## src/rtl/exp5_unidade_controle.sv

```systemverilog
// exp5_unidade_controle: Moore control unit for the Experiment 5 memory-game datapath.
//
// It steps the address counter and the play register through one 16-position round.
// It then reports whether the player hit every position or missed one.
//
// Optional feature (macro EXP5_UC_TIMEOUT_EN): a wait counter in espera_jogada.
// If no play arrives within TIMEOUT_CYCLES cycles, the round ends in fim_timeout.
// Without the macro no counter exists, fim_timeout is unreachable and timeout is constant 0.
//
// Ports:
//   clock        system clock, rising edge active
//   reset        asynchronous active-low reset, forces state inicial
//   iniciar      start request (acted on in inicial and in the end states only)
//   jogada_feita one-cycle play pulse from the datapath edge detector
//   igual        memory data equals registered play
//   fimC         address counter at its last position
//   zeraC        clear address counter
//   contaC       increment address counter
//   zeraR        clear play register
//   registraR    load play register
//   pronto       round finished (any end state)
//   acertou      round finished with every play correct
//   errou        round finished on a wrong play
//   timeout      round finished by timeout
//   db_estado    current state code for the debug display
module exp5_unidade_controle #(
  parameter int unsigned TIMEOUT_CYCLES = 5000
) (
  input  logic       clock,
  input  logic       reset,
  input  logic       iniciar,
  input  logic       jogada_feita,
  input  logic       igual,
  input  logic       fimC,
  output logic       zeraC,
  output logic       contaC,
  output logic       zeraR,
  output logic       registraR,
  output logic       pronto,
  output logic       acertou,
  output logic       errou,
  output logic       timeout,
  output logic [3:0] db_estado
);

  // Encodings double as the debug display codes.
  typedef enum logic [3:0] {
    StInicial      = 4'h0,
    StPreparacao   = 4'h1,
    StEsperaJogada = 4'h2,
    StRegistra     = 4'h4,
    StComparacao   = 4'h5,
    StProximo      = 4'h6,
    StFimAcertou   = 4'hA,
    StFimTimeout   = 4'hD,
    StFimErrou     = 4'hE
  } state_e;

  state_e state_q, state_d;

`ifdef EXP5_UC_TIMEOUT_EN
  localparam int unsigned CntW = (TIMEOUT_CYCLES > 1) ? $clog2(TIMEOUT_CYCLES) : 1;

  logic [CntW-1:0] cnt_q, cnt_d;
  logic            expired;

  // Held at zero outside espera_jogada, so every entry starts counting from zero.
  always_comb begin
    cnt_d = '0;
    if (state_q == StEsperaJogada) begin
      cnt_d = cnt_q + 1'b1;
    end
  end

  assign expired = (cnt_q == CntW'(TIMEOUT_CYCLES - 1));

  always_ff @(posedge clock or negedge reset) begin
    if (!reset) begin
      cnt_q <= '0;
    end else begin
      cnt_q <= cnt_d;
    end
  end
`else
  logic unused_timeout_cycles;
  assign unused_timeout_cycles = ^TIMEOUT_CYCLES;
`endif

  always_ff @(posedge clock or negedge reset) begin
    if (!reset) begin
      state_q <= StInicial;
    end else begin
      state_q <= state_d;
    end
  end

  // Next state from state and inputs; outputs decoded from state only.
  always_comb begin
    state_d   = state_q;
    zeraC     = 1'b0;
    contaC    = 1'b0;
    zeraR     = 1'b0;
    registraR = 1'b0;
    pronto    = 1'b0;
    acertou   = 1'b0;
    errou     = 1'b0;
    timeout   = 1'b0;
    case (state_q)
      StInicial: begin
        if (iniciar) state_d = StPreparacao;
      end
      StPreparacao: begin
        zeraC   = 1'b1;
        zeraR   = 1'b1;
        state_d = StEsperaJogada;
      end
      StEsperaJogada: begin
        // A play in the final cycle takes priority over the timeout.
        if (jogada_feita) begin
          state_d = StRegistra;
        end
`ifdef EXP5_UC_TIMEOUT_EN
        else if (expired) begin
          state_d = StFimTimeout;
        end
`endif
      end
      StRegistra: begin
        registraR = 1'b1;
        state_d   = StComparacao;
      end
      StComparacao: begin
        if (!igual) begin
          state_d = StFimErrou;
        end else if (fimC) begin
          state_d = StFimAcertou;
        end else begin
          state_d = StProximo;
        end
      end
      StProximo: begin
        contaC  = 1'b1;
        state_d = StEsperaJogada;
      end
      StFimAcertou: begin
        pronto  = 1'b1;
        acertou = 1'b1;
        if (iniciar) state_d = StPreparacao;
      end
      StFimErrou: begin
        pronto = 1'b1;
        errou  = 1'b1;
        if (iniciar) state_d = StPreparacao;
      end
`ifdef EXP5_UC_TIMEOUT_EN
      StFimTimeout: begin
        pronto  = 1'b1;
        timeout = 1'b1;
        if (iniciar) state_d = StPreparacao;
      end
`endif
      default: begin
        state_d = StInicial;
      end
    endcase
  end

  assign db_estado = state_q;

endmodule

```

## config.mk

```make
export PLATFORM = sky130hd
export DESIGN_NAME = exp5_unidade_controle
export DESIGN_NICKNAME = d
export VERILOG_FILES = /design/src/rtl/exp5_unidade_controle.sv
export SDC_FILE = /design/constraint.sdc
export NUM_CORES = 1
export LEC_CHECK = 0
export ABC_AREA = 1
export CAP_MARGIN = 20
export CORE_AREA = 3 3 40 42
export DETAILED_ROUTE_END_ITERATION = 10
export DIE_AREA = 0 0 43 45
export PLACE_DENSITY = 0.58
export SYNTH_ARGS = -nofsm -noshare
export SYNTH_HDL_FRONTEND = slang
export SYNTH_SLANG_ARGS = --single-unit
```

## constraint.sdc

```tcl
create_clock -name clock -period 1.02 [get_ports clock]
set_input_delay 0.204 -clock clock [delete_from_list [all_inputs] [get_ports clock]]
set_output_delay 0.204 -clock clock [all_outputs]
set_load 0.02 [all_outputs]
```

# Word level (Yosys, flattened, before mapping)

Index checks and enable logic that the tools add are counted.

Memory bits (writable): 0
Input bits: 6
Memories: 0
Latch bits: 0
Output and inout port bits: 12
Bits in read-only memories: 0
Flip-flop bits (word level): 4

Eq/ne operators: 9
Reduce and logical (&&, ||, !) cells: 5
Div/mod/pow operators: 0
Multipliers: 0
Muxes and demuxes: 11
Magnitude comparators: 0
Shifts and indexed selects: 0
Bitwise operators: 0
Add/sub/neg operators: 0

Operators by type and width:

| kind                                                             | number |
|---|---|
| 4-bit one-hot mux with 5 select lines                            | 1 |
| 4-bit two-way mux                                                | 4 |
| 4-bit by 3-bit == test with 1-bit output (second input constant) | 3 |
| 4-bit == test (second input constant)                            | 2 |
| 1-bit two-way mux                                                | 6 |
| 4-bit by 1-bit == test with 1-bit output (second input constant) | 1 |
| 4-bit by 2-bit == test with 1-bit output (second input constant) | 1 |
| 4-bit logical NOT                                                | 1 |
| 2-bit OR reduction                                               | 2 |
| 3-bit OR reduction                                               | 1 |
| 2-bit by 1-bit != test with 1-bit output (second input constant) | 1 |
| 2-bit != test (second input constant)                            | 1 |
| 2-bit AND reduction                                              | 1 |

# Depth between registers and ports, before layout

Gate-level depths: netlist of the first run.

Word-level depth: 4
Gate-level depth with buffers: 8
Mapped depth without buffers: 8

# Worst setup path after synthesis of the first run

OpenSTA, ideal clock, no wires.

Path kind: reg-to-output
Start: register state_q[0] (netlist: db_estado[0])
End: output zeraR
Slack: -819 ps
Arrival time: 1635 ps
Buffers on the path: 1
Stages on the path, launching flop included: 4
Data required time: 816 ps
Cells stage by stage: dfrtp_1 > inv_2 > nor4_1 > buf_4

Word-level cells in the longest chain between the ends: 2

Ends and longest elaborated chain:

| element                                  | RTL line | RTL |
|---|---|---|
| start: declaration                       | 59       | `state_e state_q, state_d;` |
| start signal: assignment                 | 91       | `state_q <= StInicial;` |
| start signal: assignment                 | 93       | `state_q <= state_d;` |
| 4-bit by 1-bit == test with 1-bit output | -        |  |
| 1-bit two-way mux                        | -        |  |
| end: declaration                         | 37       | `output logic zeraR,` |

Every way passes these cells.

# Final worst setup path of the first run

Start: register state_q[0] (netlist: db_estado[0])
End: output zeraC

Word-level cells in the longest chain between the ends: 2

Ends and longest elaborated chain:

| element                                  | RTL line | RTL |
|---|---|---|
| 4-bit by 1-bit == test with 1-bit output | 108      | `case (state_q)` |
| 1-bit two-way mux                        | 108      |  |
| end: declaration                         | 35       | `output logic zeraC,` |

Every way passes these cells.

==> metrics.txt, run 1 <==
Placer Congestion ~0.72; register area 105 sq um; Synth Area per Inst around 6.7 sq um; most frequent cells in the layout buf_4, buf_6, nand2_1, nor2_4, clkdlybuf4s50_1; Clock Latency Late Sink around 0.23 ns; synthesis-to-finish area growth 126%; failing checks setup timing; Nets 88; most common cell after layout, fill and taps aside buf_4; clock sinks 4; setup violators final 15; Mapped Area roughly 310 sq um; total number of vias 415; Chip Width ~43 um; setup ws final -0.380 ns; total CTS buffers 3; #FFs+latches synth 4; startpoint types register; synthesized net count 53; IO Pins 18; port bufs 16; GRT Util Overall 0.115; Die H 45 um; P per Cell Area between 2000 and 3000 nW/um^2; reg2reg setup slack -0.29 ns; area occupied by multi-input gates 235 sq um; CP required roughly 0.82 ns; worst-path cell chain inv_2 > nor4_4 > buf_4; crit share post-route 1.37; largest net degree at the start of global routing 6; Static Leak roughly 0.36 nW; Post-Route WL approximately 1000 um; Root Driver clkbuf_4; Post-Place Cells 88; Initial Util 0.243; final cell count without fillers 95; DR iter-0 viols 4; DR pass1 iterations 4; final critical-path required period roughly 1.4 ns; share of cells above drive strength 1 0.675; reg2reg end db_estado[1]; max-slew violation count 0; Clock Path Buffers 2; CTS H-tree depth 1; diode count 0; CORE AREA 1280 sq um; CP arrival between 1 and 1.5 ns; initial antenna violation count 0; Setup crit end kind primary output; worst setup path end zeraC; Peak VDD IR ~990 uV; DP Wirelength around 740 um; final core utilization 0.550; CTS tree done; Synth area leader dfrtp_1; Routed Antenna Nets 0; crit-path max FO 5; Yosys top cell area share 0.320; clk slew on worst S/H paths ~0.040 ns; pre-CTS setup slack -0.581 ns; global-route wire length before repair about 1600 um; DIE AREA a little under 2000 sq um; Crit Path Category reg2out; Synth area leaders dfrtp_1, nand2_1, nand2_2; cell depth of the worst flop-to-flop path 8; clk_skew around 0.0034 ns; vias in the first global route 411; status finished with violations; reg2reg start db_estado[3]; max-cap viol count 0; Post-Syn Instances 47; Netlist cell types 15; Avg Vias per Cell between 4 and 5; Final Hold Violating Endpoints 0; sequential area share after synthesis 0.320; DRC 0; min-delay worst type in2async; unrepaired setup endpoints after global routing yes; Site Rows 13; f_max roughly 710 MHz; CP max stage delay about 0.44 ns; WL per Instance ~10 um; # fillers 129; Slowest-stage cell, CP dfrtp_2; CTS Hold Buffers Added 0; GR Overflow Total 0; max reg flops 4; CP startpoint db_estado[0]; Synth Warn # 0
-- per-stage QoR --
step	total power, W	cell area [sq um]	hold slack [ns]	setup TNS, ns
finish	0.00208	707	0.174	-3.99
detailed placement	0.00167	622	0.418	-6.03
global placement	0.00166	622	0.416	-5.98
floorplan	0.00108	368	-0.0916	-1.65
CTS	0.00199	678	0.174	-4.05
global route	0.00224	707	0.168	-4.95
-- kinds of logic after synthesis --
group / count (synthesis) / synth area share
compound gates: 1 / 0.0240
buf+inv: 10 / 0.144
simple gates: 31 / 0.500
flops: 4 / 0.320
other cells: 1 / 0.0120
-- area by class of cell --
type,count,area share
Timing Repair Buffer,32,0.411
Multi-Input combinational cell,33,0.333
Sequential cell,4,0.149
Inverter,8,0.0496
Clock buffer,3,0.0319
Tap cell,15,0.0265
-- Yosys cell counts, drive strengths merged --
master	number
nand3	3
conb	1
dfrtp	4
o211ai	1
nor2	10
nand2	14
buf	2
nand3b	1
clkinv	1
inv	7
nor3	2
nor4	1
-- critical path: cells and delay by family, from the launching register on --
family | cells | cell delay, ns
DFF | 1 | 0.44
buffers and inverters | 2 | 0.26
and+or+nand+nor | 1 | 0.27
-- repair_timing --
action / 4_1_cts / 5_1_grt
endpoints found under the setup margin: 15 / 15
buffers inserted: 1 / 3
pin swaps: 2 / 4
resized for setup: 64 / 6
endpoints found under the hold margin: 0 / 0
-- worst min-delay path by stage --
stage	slack, ns	to	from
floorplan	-0.09	db_estado[0]	reset
global placement	0.42	db_estado[1]	reset
detailed placement	0.42	db_estado[1]	reset
CTS	0.17	db_estado[0]	reset
global route	0.17	db_estado[0]	reset
finish	0.17	db_estado[0]	reset
-- where the power goes --
part | leakage, nW | switching [W] | internal [W]
clock | 0.0138 | 0.0000565 | 0.000131
sequential | 0.0464 | 0.000120 | 0.000238
combinational | 0.299 | 0.000772 | 0.000761
total | 0.359 | 0.000948 | 0.00113
-- metal layers --
layer,vias up,share of wire,GRT usage
li1,209,-,-
met1,189,0.36,0.114
met2,15,0.55,0.216
met3,2,0.067,0.00398
met4,0,0.019,0.108
met5,-,0,0
(Power assumes the default switching activity.)
==> run 2, diff against run 1 <==
--- a/config.mk
+++ b/config.mk
@@ -10,7 +10,9 @@
 export CORE_AREA = 3 3 40 42
 export DETAILED_ROUTE_END_ITERATION = 10
 export DIE_AREA = 0 0 43 45
+export HOLD_SLACK_MARGIN = 0.02
 export PLACE_DENSITY = 0.58
+export SETUP_SLACK_MARGIN = 0.15
 export SYNTH_ARGS = -nofsm -noshare
 export SYNTH_HDL_FRONTEND = slang
 export SYNTH_SLANG_ARGS = --single-unit
==> metrics.txt, run 2 (synthesis gave the netlist of run 1 again) <==
CP required 0.82 ns (about the same); crit share post-route 1.37 (unchanged); # fillers 129 (unchanged); Crit Path Category reg2out; most frequent cells in the layout buf_4, buf_6, nand2_1, nor2_4, clkdlybuf4s50_1; share of cells above drive strength 1 0.675 (unchanged); final critical-path required period 1.40 ns (unchanged); reg2reg start db_estado[3]; max reg flops 4 (unchanged); CP startpoint db_estado[0]; Worst Hold Margin 0.174 ns (unchanged); diode count 0 (unchanged); port bufs 16 (unchanged); Die H 45 um (unchanged); CTS Hold Buffers Added 0 (unchanged); final instance area 707 sq um (unchanged); Post-Route WL 975 um (unchanged); Clock Latency Late Sink 0.23 ns (about the same); CP max stage delay 0.44 ns (about the same); global-route wire length before repair 1610 um (unchanged); crit-path max FO 5 (unchanged); initial antenna violation count 0 (unchanged); WL per Instance 10.3 um (unchanged); Setup crit end kind primary output; setup violators final 15 (unchanged); pre-CTS setup slack -0.581 ns (unchanged); Initial Util 0.243 (unchanged); Routed Antenna Nets 0 (unchanged); Static Leak 0.359 nW (unchanged); Placer Congestion 0.724 (unchanged); CTS tree done; failing checks setup timing; cell depth of the worst flop-to-flop path 8 (unchanged); largest net degree at the start of global routing 6 (unchanged); Clock Path Buffers 2 (unchanged); Placed Area 622 sq um (unchanged); unrepaired setup endpoints after global routing yes; DR pass1 iterations 4 (unchanged); max-slew violation count 0 (unchanged); Peak VDD IR 990 uV (unchanged); status finished with violations; worst setup path end zeraC; GR Overflow Total 0 (unchanged); DR iter-0 viols 4 (unchanged); Slowest-stage cell, CP dfrtp_2; Final Hold Violating Endpoints 0 (unchanged); GRT Util Overall 0.115 (unchanged); clk slew on worst S/H paths 0.04 ns (about the same); DP Wirelength 739 um (unchanged); final core utilization 0.550 (unchanged); CP arrival 1.20 ns (about the same); Avg Vias per Cell 4.37 (unchanged); Chip Width 43 um (unchanged); min-delay worst type in2async; Root Driver clkbuf_4; max-cap viol count 0 (unchanged); startpoint types register; most common cell after layout, fill and taps aside buf_4; DIE AREA 1940 sq um (unchanged); P per Cell Area 2940 nW/um^2 (unchanged); reg2reg end db_estado[1]; total CTS buffers 3 (unchanged); CORE AREA 1280 sq um (unchanged); CTS H-tree depth 1 (unchanged); worst-path cell chain inv_2 > nor4_4 > buf_4; DRC 0 (unchanged); clk_skew 0.00342 ns (unchanged); f_max 714 MHz (unchanged); synthesis-to-finish area growth 126% (unchanged); clock sinks 4 (unchanged); reg2reg setup slack -0.29 ns (about the same); Site Rows 13 (unchanged); vias in the first global route 411 (unchanged); Nets 88 (unchanged); total number of vias 415 (unchanged); IO Pins 18 (unchanged); setup ws final -0.380 ns (unchanged)
-- run 2: cell counts in the layout (fill, tap and decap cells not counted) --
No cell type changed its count.
-- run 2: through the flow --
step           TNS (ns)  power [W]  instances
2_1_floorplan     -1.65    0.00108         47
3_3_place_gp      -5.98    0.00166         88
3_5_place_dp      -6.03    0.00167         88
4_1_cts           -4.05    0.00199         92
5_1_grt           -4.95    0.00224         95
6_report          -3.99    0.00208         95
-- run 2: worst min path at each step --
stage	start	endpoint	slack, ns
global route	reset	db_estado[0]	0.17
floorplan	reset	db_estado[0]	-0.09
global placement	reset	db_estado[1]	0.42
CTS	reset	db_estado[0]	0.17
detailed placement	reset	db_estado[1]	0.42
finish	reset	db_estado[0]	0.17
-- run 2: report_power, final --
part | total [W] | leakage, nW | switching [W] | internal [W]
clock network | 0.000188 | 0.0138 | 0.0000565 | 0.000131
logic | 0.00153 | 0.299 | 0.000772 | 0.000761
registers | 0.000358 | 0.0464 | 0.000120 | 0.000238
-- run 2: repair_timing --
action                                  in CTS  in global routing
buffers inserted                             1                  3
endpoints found under the setup margin      15                 15
pin swaps                                    2                  4
resized for setup                           64                  6
-- run 2: area by class of cell --
type,count,area [sq um],area share
Sequential cell,4,105,0.149
Multi-Input combinational cell,33,235,0.333
Inverter,8,35.0,0.0496
Tap cell,15,18.8,0.0265
Timing Repair Buffer,32,290,0.411
Clock buffer,3,22.5,0.0319
-- run 2: layer usage --
layer	GRT usage	wire [um]	vias to the layer above
li1	-	-	209
met1	0.114	350	189
met2	0.216	539	15
met3	0.00398	65	2
met4	0.108	19	0
met5	0	0	-
-- run 2: worst max-delay path, delay by kind of cell (launching register included) --
kind | cells | cell delay (ns)
flops | 1 | 0.44
simple gates | 1 | 0.27
buf+inv | 2 | 0.26
